$ cat config.mk
export PLATFORM = sky130hd
export DESIGN_NAME = des_pipe_ctrl_flat
export DESIGN_NICKNAME = d
export VERILOG_FILES = /design/src/rtl/des_pipe_ctrl_if.sv /design/src/rtl/des_pipe_ctrl.sv /design/src/flat_wrapper.sv
export SDC_FILE = /design/constraint.sdc
export NUM_CORES = 1
export LEC_CHECK = 0
export ABC_AREA = 0
export ABC_CLOCK_PERIOD_IN_PS = 5700
export CAP_MARGIN = 25
export CORE_ASPECT_RATIO = 1.5
export CORE_MARGIN = 5
export CORE_UTILIZATION = 44
export DETAILED_ROUTE_END_ITERATION = 12
export PLACE_DENSITY = 0.73
export SYNTH_ARGS = -nofsm -noshare
export SYNTH_HDL_FRONTEND = slang
export SYNTH_SLANG_ARGS = --single-unit
export TNS_END_PERCENT = 50
$ cat constraint.sdc
create_clock -name clk -period 5.7 [get_ports clk]
set_input_delay 1.14 -clock clk [delete_from_list [all_inputs] [get_ports clk]]
set_output_delay 1.14 -clock clk [all_outputs]
set_load 0.05 [all_outputs]
$ cat src/rtl/des_pipe_ctrl_if.sv
// Handshake bundle for des_pipe_ctrl: two request channels, key load port and result stream.
// master = requester/consumer side, slave = controller side.
interface des_pipe_ctrl_if;
    logic        s0_valid;
    logic        s0_ready;
    logic [64:1] s0_data;
    logic        s1_valid;
    logic        s1_ready;
    logic [64:1] s1_data;
    logic        key_valid;
    logic        key_ready;
    logic [55:0] key_data;
    logic        m_valid;
    logic        m_ready;
    logic [63:0] m_data;
    logic        m_id;

    modport master (
        output s0_valid, s0_data, s1_valid, s1_data, key_valid, key_data, m_ready,
        input  s0_ready, s1_ready, key_ready, m_valid, m_data, m_id
    );

    modport slave (
        input  s0_valid, s0_data, s1_valid, s1_data, key_valid, key_data, m_ready,
        output s0_ready, s1_ready, key_ready, m_valid, m_data, m_id
    );
endinterface

$ cat src/rtl/des_pipe_ctrl.sv
// Sequencer/arbiter for a LAT-stage pipelined DES datapath: round-robin admission of two channels,
// key swap only when drained, credit-guarded result FIFO. Optional counters under DES_CTRL_STATS_EN.
module des_pipe_ctrl #(
    parameter int LAT        = 16,
    parameter int FIFO_DEPTH = 4
) (
    input  logic           clk,
    input  logic           rst,
    des_pipe_ctrl_if.slave bus,
    output logic [31:0]    dp_in_l,
    output logic [31:0]    dp_in_r,
    output logic [55:0]    dp_key,
    input  logic [31:0]    dp_out_l,
    input  logic [31:0]    dp_out_r,
    output logic           busy
`ifdef DES_CTRL_STATS_EN
    ,
    output logic [31:0]    blk_cnt0,
    output logic [31:0]    blk_cnt1,
    output logic [31:0]    stall_cnt
`endif
);
    localparam int PW = (FIFO_DEPTH > 1) ? $clog2(FIFO_DEPTH) : 1;
    localparam int CW = $clog2(FIFO_DEPTH + 1);
    localparam logic [CW:0]   DEPTH_C = (CW + 1)'(FIFO_DEPTH);
    localparam logic [PW-1:0] LAST_P  = PW'(FIFO_DEPTH - 1);

    typedef enum logic [1:0] {NOKEY, RUN, DRAIN, LOAD} state_t;

    state_t        state_q, state_d;
    logic          rr_q, rr_d;
    logic [LAT:0]  tag_vld_q, tag_vld_d;
    logic [LAT:0]  tag_id_q, tag_id_d;
    logic [CW-1:0] infl_q, infl_d;
    logic [CW-1:0] fcnt_q, fcnt_d;
    logic [PW-1:0] wr_q, wr_d;
    logic [PW-1:0] rd_q, rd_d;
    logic [31:0]   dp_in_l_q, dp_in_l_d;
    logic [31:0]   dp_in_r_q, dp_in_r_d;
    logic [55:0]   dp_key_q, dp_key_d;
    logic [64:0]   mem_q [FIFO_DEPTH];
    logic [64:0]   mem_d [FIFO_DEPTH];

    logic          admit, gnt0, gnt1, acc, push, pop, m_valid;
    logic [CW:0]   used;
    logic [64:0]   head;

    // Credit counts the FIFO occupancy before this edge, so a pop never frees a slot early.
    always_comb begin
        used  = {1'b0, infl_q} + {1'b0, fcnt_q};
        admit = (state_q == RUN) && !bus.key_valid && (used < DEPTH_C);
        gnt1  = bus.s1_valid && (!bus.s0_valid || rr_q);
        gnt0  = bus.s0_valid && !gnt1;
        acc   = admit && (gnt0 || gnt1);
        push  = tag_vld_q[LAT];
        pop   = (fcnt_q != '0) && bus.m_ready;
    end

    always_comb begin
        state_d = state_q;
        case (state_q)
            NOKEY:   if (bus.key_valid) state_d = LOAD;
            RUN:     if (bus.key_valid) state_d = DRAIN;
            DRAIN:   if (infl_q == '0) state_d = LOAD;
            LOAD:    state_d = RUN;
            default: state_d = NOKEY;
        endcase
    end

    always_comb begin
        rr_d      = rr_q;
        dp_in_l_d = dp_in_l_q;
        dp_in_r_d = dp_in_r_q;
        dp_key_d  = dp_key_q;
        infl_d    = infl_q;
        fcnt_d    = fcnt_q;
        wr_d      = wr_q;
        rd_d      = rd_q;
        for (int i = 0; i < FIFO_DEPTH; i++) mem_d[i] = mem_q[i];
        // Tag stage 0 lines up with dp_in; stage LAT lines up with dp_out.
        tag_vld_d = {tag_vld_q[LAT-1:0], acc};
        tag_id_d  = {tag_id_q[LAT-1:0], acc && gnt1};

        if (acc) begin
            rr_d      = !gnt1;
            dp_in_l_d = gnt1 ? bus.s1_data[64:33] : bus.s0_data[64:33];
            dp_in_r_d = gnt1 ? bus.s1_data[32:1]  : bus.s0_data[32:1];
        end
        if (state_q == LOAD) dp_key_d = bus.key_data;

        if (acc && !push)      infl_d = infl_q + 1'b1;
        else if (!acc && push) infl_d = infl_q - 1'b1;
        if (push && !pop)      fcnt_d = fcnt_q + 1'b1;
        else if (!push && pop) fcnt_d = fcnt_q - 1'b1;

        if (push) begin
            mem_d[wr_q] = {dp_out_l, dp_out_r, tag_id_q[LAT]};
            wr_d        = (wr_q == LAST_P) ? '0 : wr_q + 1'b1;
        end
        if (pop) rd_d = (rd_q == LAST_P) ? '0 : rd_q + 1'b1;
    end

    always_ff @(posedge clk or posedge rst) begin
        if (rst) begin
            state_q   <= NOKEY;
            rr_q      <= 1'b0;
            tag_vld_q <= '0;
            tag_id_q  <= '0;
            infl_q    <= '0;
            fcnt_q    <= '0;
            wr_q      <= '0;
            rd_q      <= '0;
            dp_in_l_q <= '0;
            dp_in_r_q <= '0;
            dp_key_q  <= '0;
        end else begin
            state_q   <= state_d;
            rr_q      <= rr_d;
            tag_vld_q <= tag_vld_d;
            tag_id_q  <= tag_id_d;
            infl_q    <= infl_d;
            fcnt_q    <= fcnt_d;
            wr_q      <= wr_d;
            rd_q      <= rd_d;
            dp_in_l_q <= dp_in_l_d;
            dp_in_r_q <= dp_in_r_d;
            dp_key_q  <= dp_key_d;
        end
    end

    always_ff @(posedge clk) begin
        for (int i = 0; i < FIFO_DEPTH; i++) mem_q[i] <= mem_d[i];
    end

    // Storage is not reset, so the head is masked while the FIFO is empty.
    assign head          = mem_q[rd_q];
    assign m_valid       = (fcnt_q != '0);
    assign bus.m_valid   = m_valid;
    assign bus.m_data    = m_valid ? head[64:1] : 64'd0;
    assign bus.m_id      = m_valid & head[0];
    assign bus.s0_ready  = admit && gnt0;
    assign bus.s1_ready  = admit && gnt1;
    assign bus.key_ready = (state_q == LOAD);
    assign dp_in_l       = dp_in_l_q;
    assign dp_in_r       = dp_in_r_q;
    assign dp_key        = dp_key_q;
    assign busy          = (infl_q != '0) || m_valid;

`ifdef DES_CTRL_STATS_EN
    logic [31:0] blk_cnt0_q, blk_cnt0_d;
    logic [31:0] blk_cnt1_q, blk_cnt1_d;
    logic [31:0] stall_cnt_q, stall_cnt_d;

    always_comb begin
        blk_cnt0_d  = blk_cnt0_q;
        blk_cnt1_d  = blk_cnt1_q;
        stall_cnt_d = stall_cnt_q;
        if (state_q == LOAD) begin
            blk_cnt0_d  = '0;
            blk_cnt1_d  = '0;
            stall_cnt_d = '0;
        end else begin
            if (pop && !head[0]) blk_cnt0_d = blk_cnt0_q + 32'd1;
            if (pop && head[0])  blk_cnt1_d = blk_cnt1_q + 32'd1;
            if ((bus.s0_valid || bus.s1_valid) && !acc) stall_cnt_d = stall_cnt_q + 32'd1;
        end
    end

    always_ff @(posedge clk or posedge rst) begin
        if (rst) begin
            blk_cnt0_q  <= '0;
            blk_cnt1_q  <= '0;
            stall_cnt_q <= '0;
        end else begin
            blk_cnt0_q  <= blk_cnt0_d;
            blk_cnt1_q  <= blk_cnt1_d;
            stall_cnt_q <= stall_cnt_d;
        end
    end

    assign blk_cnt0  = blk_cnt0_q;
    assign blk_cnt1  = blk_cnt1_q;
    assign stall_cnt = stall_cnt_q;
`endif
endmodule

$ cat src/flat_wrapper.sv
// flat-port wrapper written by rule: the top's interface ports become plain ports
module des_pipe_ctrl_flat 
#(
    parameter int LAT        = 16,
    parameter int FIFO_DEPTH = 4
)
  (clk, rst, dp_in_l, dp_in_r, dp_key, dp_out_l, dp_out_r, busy, bus_s0_valid, bus_s0_data, bus_s1_valid, bus_s1_data, bus_key_valid, bus_key_data, bus_m_ready, bus_s0_ready, bus_s1_ready, bus_key_ready, bus_m_valid, bus_m_data, bus_m_id);
  des_pipe_ctrl_if bus_i ();
  input  logic clk;
  input  logic rst;
  output logic [31:0] dp_in_l;
  output logic [31:0] dp_in_r;
  output logic [55:0] dp_key;
  input  logic [31:0] dp_out_l;
  input  logic [31:0] dp_out_r;
  output logic busy;
  input wire logic [$bits(bus_i.s0_valid)-1:0] bus_s0_valid;
  input wire logic [$bits(bus_i.s0_data)-1:0] bus_s0_data;
  input wire logic [$bits(bus_i.s1_valid)-1:0] bus_s1_valid;
  input wire logic [$bits(bus_i.s1_data)-1:0] bus_s1_data;
  input wire logic [$bits(bus_i.key_valid)-1:0] bus_key_valid;
  input wire logic [$bits(bus_i.key_data)-1:0] bus_key_data;
  input wire logic [$bits(bus_i.m_ready)-1:0] bus_m_ready;
  output wire logic [$bits(bus_i.s0_ready)-1:0] bus_s0_ready;
  output wire logic [$bits(bus_i.s1_ready)-1:0] bus_s1_ready;
  output wire logic [$bits(bus_i.key_ready)-1:0] bus_key_ready;
  output wire logic [$bits(bus_i.m_valid)-1:0] bus_m_valid;
  output wire logic [$bits(bus_i.m_data)-1:0] bus_m_data;
  output wire logic [$bits(bus_i.m_id)-1:0] bus_m_id;
  assign bus_i.s0_valid = bus_s0_valid;
  assign bus_i.s0_data = bus_s0_data;
  assign bus_i.s1_valid = bus_s1_valid;
  assign bus_i.s1_data = bus_s1_data;
  assign bus_i.key_valid = bus_key_valid;
  assign bus_i.key_data = bus_key_data;
  assign bus_i.m_ready = bus_m_ready;
  assign bus_s0_ready = bus_i.s0_ready;
  assign bus_s1_ready = bus_i.s1_ready;
  assign bus_key_ready = bus_i.key_ready;
  assign bus_m_valid = bus_i.m_valid;
  assign bus_m_data = bus_i.m_data;
  assign bus_m_id = bus_i.m_id;
  des_pipe_ctrl #(.LAT(LAT), .FIFO_DEPTH(FIFO_DEPTH)) u_core (.clk(clk), .rst(rst), .bus(bus_i), .dp_in_l(dp_in_l), .dp_in_r(dp_in_r), .dp_key(dp_key), .dp_out_l(dp_out_l), .dp_out_r(dp_out_r), .busy(busy));
endmodule
Word-level counts from Yosys, hierarchy flattened
Memories as Yosys holds them, arrays and structs flattened.
Index checks and enable logic that the tools add are counted.
{"block": "totals", "ff_bits": 167, "ram_bits": 260, "output_inout_bits": 190, "word_cells": 79, "memories": 1}
{"block": "classes", "add_sub_neg": 7, "order_cmp": 3, "n_eq_ne": 8, "mux": 17, "n_bitwise": 2, "reduce_logical": 30}
{"name": "u_core.mem_q", "depth": 4, "word_bits": 65, "read_ports": 5, "rd_clocked_by_memory_dff": 0, "wr": 4, "line": "des_pipe_ctrl.sv:41", "text": "logic [64:0] mem_q [FIFO_DEPTH];"}
{"operator": "bitwise mux 260 bit", "count": 1}
{"operator": "2-to-1 mux 260 bit", "count": 1}
{"operator": "demux 65 bit (select 2 bit)", "count": 1}
{"operator": "2-to-1 mux 65 bit", "count": 1}
{"operator": "2-to-1 mux 32 bit", "count": 2}
{"operator": "2-to-1 mux 64 bit", "count": 1}
{"operator": "logical AND 1 bit", "count": 14}
{"operator": "2-to-1 mux 3 bit", "count": 4}
{"operator": "2-to-1 mux 2 bit", "count": 5}
{"operator": "equality test 2 bit, second input constant", "count": 4}
{"operator": "one-hot mux 2 bit (4 select lines)", "count": 1}
{"operator": "adder 3 x 1 -> 3 bit, second input constant", "count": 2}
{"operator": "zero test 1 bit", "count": 6}
{"operator": "nonzero test 3 bit", "count": 2}
{"operator": "subtractor 3 x 1 -> 3 bit, second input constant", "count": 2}
{"operator": "adder 2 x 1 -> 2 bit, second input constant", "count": 2}
{"operator": "adder 3 x 3 -> 4 bit", "count": 1}
{"operator": "less-than comparator 4 x 3 -> 1 bit, second input constant", "count": 1}
{"operator": "inequality test 2 bit, second input constant", "count": 2}
{"operator": "nonzero test 2 bit", "count": 2}
{"operator": ">= comparator 3 bit, second input constant", "count": 1}
{"operator": "zero test 3 bit", "count": 1}
{"operator": "logical OR 1 bit", "count": 3}
{"operator": "less-than comparator 3 x 1 -> 1 bit, second input constant", "count": 1}
{"operator": "6 further kinds", "count": 6}

Logic depth before layout (Yosys ltp)
{"block": "depth", "ltp_word": 11, "depth_mapped": 12, "ltp_nobuf": 10}

Worst setup path after synthesis
No wires, ideal clock.
{"block": "synth_path", "kind": "input to output", "from": "input bus_key_valid", "to": "output bus_s1_ready", "arrival_time_ps": 2293, "t_required_ps": 4560, "slack_ps": 2267, "stages": 3, "cell_sequence": "nor4_4 -> nand4b_4 -> nor2_1"}
{"block": "synth_between", "elab_chain_cells": 4}
{"element": "start, declared", "line": "flat_wrapper.sv:21", "text": "input wire logic [$bits(bus_i.key_valid)-1:0] bus_key_valid;"}
{"element": "zero test 1 bit", "line": "des_pipe_ctrl.sv:51", "text": "admit = (state_q == RUN) && !bus.key_valid && (used < DEPTH_C);"}
{"element": "logical AND 1 bit (2 in series)", "line": "des_pipe_ctrl.sv:51"}
{"element": "logical AND 1 bit", "line": "des_pipe_ctrl.sv:142", "text": "assign bus.s1_ready = admit && gnt1;"}
{"element": "end, declared", "line": "flat_wrapper.sv:25", "text": "output wire logic [$bits(bus_i.s1_ready)-1:0] bus_s1_ready;"}
Every way passes these cells.

Final worst setup path
{"block": "layout_path", "from": "input bus_key_valid", "to": "output bus_s0_ready"}
{"block": "layout_between", "elab_chain_cells": 4}
{"element": "zero test 1 bit", "line": "des_pipe_ctrl.sv:51"}
{"element": "logical AND 1 bit (2 in series)", "line": "des_pipe_ctrl.sv:51"}
{"element": "logical AND 1 bit", "line": "des_pipe_ctrl.sv:141", "text": "assign bus.s0_ready = admit && gnt0;"}
{"element": "end, declared", "line": "flat_wrapper.sv:24", "text": "output wire logic [$bits(bus_i.s0_ready)-1:0] bus_s0_ready;"}
Every way passes these cells.

==> results.cfg <==
[cells_and_area]
layout-drive-gt1-share_pct = 25.53
multiInputGateArea_um2 = 4608
total_number_of_nets_in_the_final_design = 1563
mostFrequentLayoutCell = clkdlybuf4s50_1
layout.area.seq_um2 = 11990
fill_cells = 2830
synthToLayoutAreaGrowth_pct = 36.77
mostFrequentLayoutCells = 443 x clkdlybuf4s50_1, 260 x edfxtp_1, 165 x dfrtp_1

[power]
max-vdd-ir-drop_mv = 0.2196
p_total_mw = 8.120
power_density_nw_per_um2 = 351.5
leakage_nw = 8.507

[die]
die_h_um = 250.0
initial_utilization_pct = 44.22
fp-row-count = 88
die-width_um = 170.0
placeableCoreArea_um2 = 38210
num_io_pins = 444
design.die.area_um2 = 42500

[place]
gp_congestion = 0.7705
dp_hpwl_um = 25910
port_buffers = 443

[route]
num_vias = 9161
post_drt_via_cell_ratio = 5.020
post-route-drc-count = 0
detail_route.iter0.violations = 512
drt-pass1-iter-count = 4
detail-route-antenna-nets = 0
drt-total-wl_um = 38340
wl_per_cell_um = 21.01

[job]
drv.max_cap_violation_count = 0

[run_status]
outcome = completed

[global_route]
grt_first_pass_wirelength_um = 58510
grt.overflow.total = 0
grt_antenna_before_repair = 3
number_of_global_route_vias_before_repair = 10070
maximum_number_of_pins_on_one_net_before_global_route_repair = 168
global_router_s_overall_resource_usage_pct = 17.74

[logic_synthesis]
yosysWarningCount = 0
syn_nets = 1110
synth.ff_latch_count = 427
syn_avg_cell_area_um2 = 19.99
ys_types = 32
synth_sequential_area_ratio_pct = 70.95
ys.flop_type = edfxtp_1
syn-instance-count = 845
synth-async-reset-ratio_pct = 39.11
synth_area_um2 = 16890
synth_edf_count = 260

[sta]
final.setup.tns_ns = 0
finalCritPeriodShare_pct = 78.65
final_worst_clock_skew_ns = 0.02302
timing.slew.headroom_pct = 31.98
period_minus_slack_ns = 4.483
rsz0062_at_grt = no
achievable_clock_frequency_ghz = 0.2231
finalSetupViolations = 0
tightestPinTransition_ns = 1.020
drv_slew = 0
hold_viol = 0

[setup_path]
arrival_ns = 3.34
end_kind = primary output
cpPeakStageDelay_ns = 0.80
criticalPathCategory = input port to primary output
cell_type_with_the_highest_occurrence_count_on_the_critical_path = clkdlybuf4s50_1
worst_ep_required_time_ns = 4.56
crit_path_top_delay_cell = clkdlybuf4s50_1
critical_path.cell_chain = clkdlybuf4s50_1, nor4_4, nand4b_4, nor2_1, and2_1, clkdlybuf4s50_1
timing.critical_path.fanout_max = 5
startpoint_type = input port

[clock_tree]
cell_at_the_root_of_the_clock_tree = clkbuf_16
clkTransAtPathRegs_ns = 0.06
cts_num_sinks = 427
post_cts_hold_buffer_count = 0
htree_levels = 2
number_of_clock_buffers_inserted_by_tritoncts = 40
cts_resized = 0
clockBufferDepth = 3
cts_setup_buffers = 0
insertion_delay_ns = 0.53
clock_tree_from_tritoncts = done

[hold_path]
min-delay-path-class = flop to flop
## per-stage QoR
step	cell area [um2]	setup WS, ns	instances	hold WS, ns	util (%)
after floorplan	16890	0.04162	845	0.3312	-
after global routing	23100	1.070	1825	0.3483	60.47
final	23100	1.217	1825	0.3448	60.47
after CTS	23100	1.179	1823	0.3471	60.46
after global placement	21790	1.200	1751	0.3359	57.04
after detailed placement	21790	1.191	1751	0.3364	57.04
## kinds of logic after synthesis
family / Yosys count / synth area share (%)
flip-flops: 427 / 70.95
multiplexers: 252 / 22.22
AND/OR/NAND/NOR: 90 / 3.392
buffers and inverters: 51 / 1.918
adder cells (fa/ha/maj): 11 / 0.9036
AO/OA/AOI/OAI: 8 / 0.3036
XOR/XNOR: 6 / 0.3111
## layer usage
layer	up-vias	share of wire, %	global-route usage, %
met2	390	52	30.96
met4	2	2.8	5.616
met5	-	0.018	0
li1	4124	-	-
met1	4586	37	21.07
met3	59	8.6	5.245
## cells in the mapped netlist, types with 6 or more instances
cell,count,share of area (%)
and2_1,70,2.6
buf_12,6,0.71
buf_2,13,0.39
clkbuf_1,16,0.36
dfrtp_1,167,25
edfxtp_1,260,46
ha_1,9,0.67
inv_1,9,0.20
mux2_2,138,9.2
mux2_4,49,4.4
mux4_2,65,8.7
nor2_1,6,0.13
## flip-flops by register name, indices dropped and copies added (netlist names)
| register | cells |
|---|---|
| u_core.tag_vld_q | 17 |
| u_core.dp_in_l | 32 |
| u_core.mem_q | 260 |
| u_core.dp_key | 56 |
| u_core.dp_in_r | 32 |
| u_core.state_q | 2 |
| u_core.infl_q | 3 |
| u_core.fcnt_q | 3 |
| u_core.tag_id_q | 17 |
| u_core.wr_q | 2 |
| u_core.rd_q | 2 |
| u_core.rr_q | 1 |
## path summary, 6_finish.rpt
check	start	end	slack [ns]	cells past startpoint
worst max-delay path	bus_key_valid	bus_s0_ready	1.22	6
worst min-delay path	u_core.tag_id_q[6]$_DFF_PP0_	u_core.tag_id_q[7]$_DFF_PP0_	0.34	0
worst max register to register	u_core.fcnt_q[0]$_DFFE_PP0P_	u_core.fcnt_q[2]$_DFFE_PP0P_	2.65	9
worst min register to register	u_core.tag_id_q[6]$_DFF_PP0_	u_core.tag_id_q[7]$_DFF_PP0_	0.34	0
max in group asynchronous	rst	u_core.rd_q[0]$_DFFE_PP0P_	3.76	3
min in group asynchronous	rst	u_core.dp_key[2]$_DFFE_PP0P_	1.19	3
## area by class of cell
cell class                      instances  area share (%)
Inverter                                9          0.1679
Clock buffer                           57           5.096
Antenna cell                            2         0.02166
Sequential cell                       427           51.90
Clock inverter                         15          0.5632
Timing Repair Buffer                  453           19.63
Multi-Input combinational cell        367           19.94
Tap cell                              495           2.681
## power by group
group	switching, mW	internal, mW
clock	1.12	1.50
combinational	1.11	0.779
sequential	0.110	3.50
## worst max-delay path: cells and delay by family
| family | cells | cell delay [ns] |
|---|---|---|
| simple gates | 4 | 0.89 |
| buf+inv | 2 | 1.30 |
Note: power is estimated with default switching activity, not from simulation.
